===== config.mk =====
export PLATFORM = sky130hd
export DESIGN_NAME = vote_round_ctrl_flat
export DESIGN_NICKNAME = d
export VERILOG_FILES = /design/src/rtl/vote_round_ctrl_if.sv /design/src/rtl/vote_round_ctrl.sv /design/src/flat_wrapper.sv
export SDC_FILE = /design/constraint.sdc
export NUM_CORES = 1
export LEC_CHECK = 0
export ABC_AREA = 0
export CELL_PAD_IN_SITES_DETAIL_PLACEMENT = 1
export CELL_PAD_IN_SITES_GLOBAL_PLACEMENT = 2
export CORE_UTILIZATION = 32
export CTS_CLUSTER_DIAMETER = 30
export CTS_CLUSTER_SIZE = 8
export DETAILED_ROUTE_END_ITERATION = 16
export GPL_ROUTABILITY_DRIVEN = 0
export PLACE_DENSITY = 0.75
export SYNTH_ARGS = -nofsm -noshare
export SYNTH_HDL_FRONTEND = slang
export SYNTH_HIERARCHICAL = 1
export SYNTH_SLANG_ARGS = --single-unit

===== constraint.sdc =====
create_clock -name clk -period 2.3 [get_ports clk]
set_input_delay 0.46 -clock clk [delete_from_list [all_inputs] [get_ports clk]]
set_output_delay 0.46 -clock clk [all_outputs]
set_load 0.1 [all_outputs]

===== src/rtl/vote_round_ctrl_if.sv =====
// Handshake and vote bus between the round controller and its environment.
// slave = controller side, master = driver side.
interface vote_round_ctrl_if;
  logic       start;
  logic       ack;
  logic [4:0] vote_valid;
  logic [4:0] vote_val;
  logic [4:0] comps;
  logic [4:0] cast;
  logic       busy;
  logic       done;
  logic [2:0] count;
  logic       majority;

  modport slave (
    input  start, ack, vote_valid, vote_val,
    output comps, cast, busy, done, count, majority
  );

  modport master (
    output start, ack, vote_valid, vote_val,
    input  comps, cast, busy, done, count, majority
  );
endinterface


===== src/rtl/vote_round_ctrl.sv =====
// Five-voter round controller: opens a timed voting window, latches the first
// vote of each voter, and presents count/majority until acknowledged.

module vote_slot (
  input  logic clk,
  input  logic rst_n,
  input  logic i_clr,
  input  logic i_en,
  input  logic i_vld,
  input  logic i_val,
  output logic o_comp,
  output logic o_cast
);
  logic r_comp, r_cast;

  // First vote wins: once cast is set the slot ignores further strobes.
  always_ff @(posedge clk or negedge rst_n) begin
    if (!rst_n) begin
      r_comp <= 1'b0;
      r_cast <= 1'b0;
    end else if (i_clr) begin
      r_comp <= 1'b0;
      r_cast <= 1'b0;
    end else if (i_en && i_vld && !r_cast) begin
      r_comp <= i_val;
      r_cast <= 1'b1;
    end
  end

  assign o_comp = r_comp;
  assign o_cast = r_cast;
endmodule

module vote_round_ctrl #(
  parameter int unsigned WINDOW = 1000
) (
  input logic               clk,
  input logic               rst_n,
  vote_round_ctrl_if.slave  bus
);
  localparam int NV = 5;
  localparam int TW = 16;

  typedef enum logic [1:0] {IDLE, OPEN, RESULT} state_t;

  state_t        r_state;
  logic [TW-1:0] r_timer;
  logic [NV-1:0] w_comps, w_cast, w_cast_nxt;
  logic          w_open, w_clr, w_all_cast;
  logic [2:0]    w_pop;

  assign w_open     = (r_state == OPEN);
  assign w_clr      = (r_state == RESULT) && bus.ack;
  // Cast bits as they will be after this edge, so the fifth voter closes early.
  assign w_cast_nxt = w_cast | (bus.vote_valid & {NV{w_open}});
  assign w_all_cast = &w_cast_nxt;

  for (genvar g = 0; g < NV; g++) begin : g_slot
    vote_slot u_slot (
      .clk    (clk),
      .rst_n  (rst_n),
      .i_clr  (w_clr),
      .i_en   (w_open),
      .i_vld  (bus.vote_valid[g]),
      .i_val  (bus.vote_val[g]),
      .o_comp (w_comps[g]),
      .o_cast (w_cast[g])
    );
  end

  always_ff @(posedge clk or negedge rst_n) begin
    if (!rst_n) begin
      r_state <= IDLE;
      r_timer <= '0;
    end else begin
      case (r_state)
        IDLE: if (bus.start) begin
          r_state <= OPEN;
          r_timer <= TW'(WINDOW - 1);
        end
        OPEN: begin
          if (r_timer != '0) r_timer <= r_timer - 1'b1;
          if (w_all_cast || r_timer == '0) r_state <= RESULT;
        end
        RESULT: if (bus.ack) r_state <= IDLE;
        default: r_state <= IDLE;
      endcase
    end
  end

  always_comb begin
    w_pop = '0;
    for (int i = 0; i < NV; i++) w_pop = w_pop + 3'(w_comps[i]);
  end

  assign bus.comps    = w_comps;
  assign bus.cast     = w_cast;
  assign bus.busy     = (r_state == OPEN);
  assign bus.done     = (r_state == RESULT);
  assign bus.count    = bus.done ? w_pop : 3'd0;
  assign bus.majority = bus.done && (w_pop >= 3'd3);
endmodule


===== src/flat_wrapper.sv =====
// flat-port wrapper written by rule: the top's interface ports become plain ports
module vote_round_ctrl_flat 
#(
  parameter int unsigned WINDOW = 1000
)
  (clk, rst_n, bus_start, bus_ack, bus_vote_valid, bus_vote_val, bus_comps, bus_cast, bus_busy, bus_done, bus_count, bus_majority);
  vote_round_ctrl_if bus_i ();
  input logic clk;
  input logic rst_n;
  input wire logic [$bits(bus_i.start)-1:0] bus_start;
  input wire logic [$bits(bus_i.ack)-1:0] bus_ack;
  input wire logic [$bits(bus_i.vote_valid)-1:0] bus_vote_valid;
  input wire logic [$bits(bus_i.vote_val)-1:0] bus_vote_val;
  output wire logic [$bits(bus_i.comps)-1:0] bus_comps;
  output wire logic [$bits(bus_i.cast)-1:0] bus_cast;
  output wire logic [$bits(bus_i.busy)-1:0] bus_busy;
  output wire logic [$bits(bus_i.done)-1:0] bus_done;
  output wire logic [$bits(bus_i.count)-1:0] bus_count;
  output wire logic [$bits(bus_i.majority)-1:0] bus_majority;
  assign bus_i.start = bus_start;
  assign bus_i.ack = bus_ack;
  assign bus_i.vote_valid = bus_vote_valid;
  assign bus_i.vote_val = bus_vote_val;
  assign bus_comps = bus_i.comps;
  assign bus_cast = bus_i.cast;
  assign bus_busy = bus_i.busy;
  assign bus_done = bus_i.done;
  assign bus_count = bus_i.count;
  assign bus_majority = bus_i.majority;
  vote_round_ctrl #(.WINDOW(WINDOW)) u_core (.clk(clk), .rst_n(rst_n), .bus(bus_i));
endmodule

==> metrics <==
vias in the first global route=1470; Worst slew margin=56.9%; most frequent cells in the layout=dfrtp_1 (25), buf_4 (18), clkdlybuf4s50_1 (13); top-level I/O count=30; register bit count reported by yosys=28; Root Buffer=clkbuf_8; maximum clock frequency=0.367 GHz; residual DRC count=0; dpl cell area=0.00215 mm^2; synth warn=6; Slew @ Worst Pin=0.644 ns; worst hold slack=0.511 ns; Vias=1399; post-synthesis mux area share=6.19%; CTS sink count=28; Max stage delay on crit path=0.48 ns; Avg WL per Cell=15.8 um; mean area per synthesized cell=9.98 um^2; HP Class=reg -> reg; antenna violations before repair=0; synth-to-layout area growth=37.7%; final non-filler cell total=270; fin area=0.00223 mm^2; Net Count, Synth=182; max-cap check violation count=0; power density over the cells=1290 mW/mm^2; crit path DAT=2.26 ns; Synth cell types=34; CP Capture Type=primary output; area of the multi-input gates=917 um^2; commonest non-fill, non-tap cell in the layout=dfrtp_1; pins over their slew limit=0; vias per cell=5.18; timing startpoint of the critical path=u_core/g_slot[0].u_slot/o_comp; Die Wd=73.1 um; register area=712 um^2; Detailed Place HPWL=3.43 mm; die footprint=0.00534 mm^2; post-synthesis xor/xnor area fraction=0%; Critical path buffers and inverters=3; critical path fanouts, max=2; setup violators final=4; reg2reg path depth=6; startpoint types=register; DRT antenna net count=0; Skew-Pair Late Insertion Delay=0.27 ns; status=finished with violations; Seq/Total Area, Yosys=43.3%; Power, Total=0.00288 W; # H-tree levels=1; simple-gate share of the synthesized area=27.2%; antenna fix cells=0; TritonCTS clock tree=yes; worst-case clock buffer depth=2; PnR worst setup slack=-0.422 ns; most used cell, CP=inv_2; Peak VDD IR=453 uV; global-route wire length before repair=7.28 mm; Num CTS Buffers=3; port bufs=29; largest net degree at the start of global routing=19; FP Rows=25; hold path start=u_core/r_timer[6]; Tmin final=2.72 ns; crit path kind=reg -> out; Cell Area, Synth=0.00162 mm^2; Leak Pwr=0.908 nW; CP Cell Sequence=inv_2 > fa_1 > fa_2 > inv_2 > ha_4 > a21oi_4 > nor2_4 > buf_12; Post-Route WL=4.26 mm; 1st-iter DRT viols=42; Util after Layout=46.5%; GRT Util Overall=18.0%; fraction of the mapped netlist area in adder cells=5.57%; failing checks=negative setup slack; Worst Hold Path EP=u_core/r_timer[6]; Reg2Reg Setup Slack=0.25 ns; RSZ-0062 raised after global routing=true; hold bufs inserted after CTS=0; GR Overflow Total=0; worst r2r src=u_core/r_timer[0]; Post-Route Skew=0.00503 ns; largest family of logic cells by synthesized area=simple AND/OR/NAND/NOR gates; fill cell count=558; first-pass iteration count of the detailed router=4; Critical-path top delay cell=dfrtp_4; # nets final=224; Synth Instances=162; Core ar.=0.00479 mm^2; WHS Path Cells=1; r2r endpoint=u_core/r_timer[1]; cell family with most CP delay=adder cells; clk slew on worst S/H paths=0.10 ns; Fin. Hold Viols=0; WP data required=1.84 ns; post-synthesis compound-gate area fraction=14.4%; post-placement cell count=266; layout cells sized above 1=27.6%; Starting Density=33.8%; chip height=73.1 um; crit share post-route=118%
state kept, by name, indices dropped and copies added (netlist names):
signal / flops
u_core/g_slot.u_slot/o_comp: 5
u_core/g_slot.u_slot/o_cast: 5
u_core/r_timer: 16
u_core/r_state: 2
worst max-delay path by stage:
stage | end | slack (ns) | cells past startpoint
3_3_place_gp | bus_majority | -0.21 | 8
4_1_cts | bus_majority | -0.45 | 8
6_report | bus_majority | -0.42 | 8
5_1_grt | bus_majority | -0.51 | 9
2_1_floorplan | bus_majority | -0.56 | 6
3_5_place_dp | bus_majority | -0.24 | 8
where the power goes:
group          switching (W)  total (W)  internal [W]
sequential          0.000113   0.000730      0.000616
combinational        0.00125    0.00185      0.000602
clock               0.000149   0.000302      0.000153
routing by layer:
| layer | track usage [%] | part of all wire, % | wire length, um | up-vias |
|---|---|---|---|---|
| li1 | - | - | - | 668 |
| met1 | 22.3 | 45 | 1900 | 712 |
| met2 | 33.0 | 52 | 2220 | 17 |
| met3 | 2.21 | 2.4 | 104 | 2 |
| met4 | 4.58 | 0.68 | 29 | 0 |
| met5 | 0 | 0 | 0 | - |
cell usage after synthesis:
library cell	number	area (um^2)
a21oi_1	13	65.1
and2_1	5	31.3
clkbuf_1	1	3.75
dfrtp_1	28	701
fa_1	2	40.0
ha_1	4	50.1
inv_1	13	48.8
mux2i_1	10	100
nand2_1	6	22.5
nand2b_1	12	75.1
nand3_1	3	15.0
nand3b_1	5	37.5
nand4_1	1	6.26
nor2_1	14	52.6
nor3_1	3	15.0
nor4_1	4	25.0
nor4_4	2	42.5
nor4b_1	1	8.76
o2111ai_2	1	15.0
o211ai_1	4	30.0
o21ai_0	5	25.0
o21ai_4	1	16.3
o22ai_1	3	18.8
o311ai_0	1	8.76
o31ai_1	6	45.0
o41ai_1	1	8.76
or2_2	3	18.8
or2b_1	1	7.51
or3_1	1	6.26
or3_4	1	11.3
or3b_1	1	8.76
or3b_4	1	11.3
or4_1	3	22.5
or4_4	2	22.5
layout make-up:
class | instances | area share [%]
Multi-Input combinational cell | 120 | 41.2
Sequential cell | 28 | 32.0
Timing Repair Buffer | 38 | 18.2
Tap cell | 67 | 3.77
Clock buffer | 4 | 2.47
Inverter | 13 | 2.36
cell families (layout without fill, tap and decap cells):
logic type,Yosys count,count (layout)
AND/OR/NAND/NOR,69,69
AO/OA/AOI/OAI,35,35
flip-flops,28,28
buffers and inverters,14,55
multiplexers,10,10
adder cells (fa/ha/maj),6,6
through the flow:
stage	setup slack (ns)	TNS (ns)
5_1_grt	-0.514	-1.83
6_report	-0.422	-1.48
2_1_floorplan	-0.558	-1.40
4_1_cts	-0.446	-1.56
3_5_place_dp	-0.244	-0.517
3_3_place_gp	-0.207	-0.370
what timing repair did:
item                                    4_1_cts  5_1_grt
buffers inserted                              0        0
gates resized for setup                       5        0
cloned                                        0        0
endpoints found under the setup margin        4        4
pin swaps                                     3        2
No activity file was read; power rests on OpenSTA's default activity.
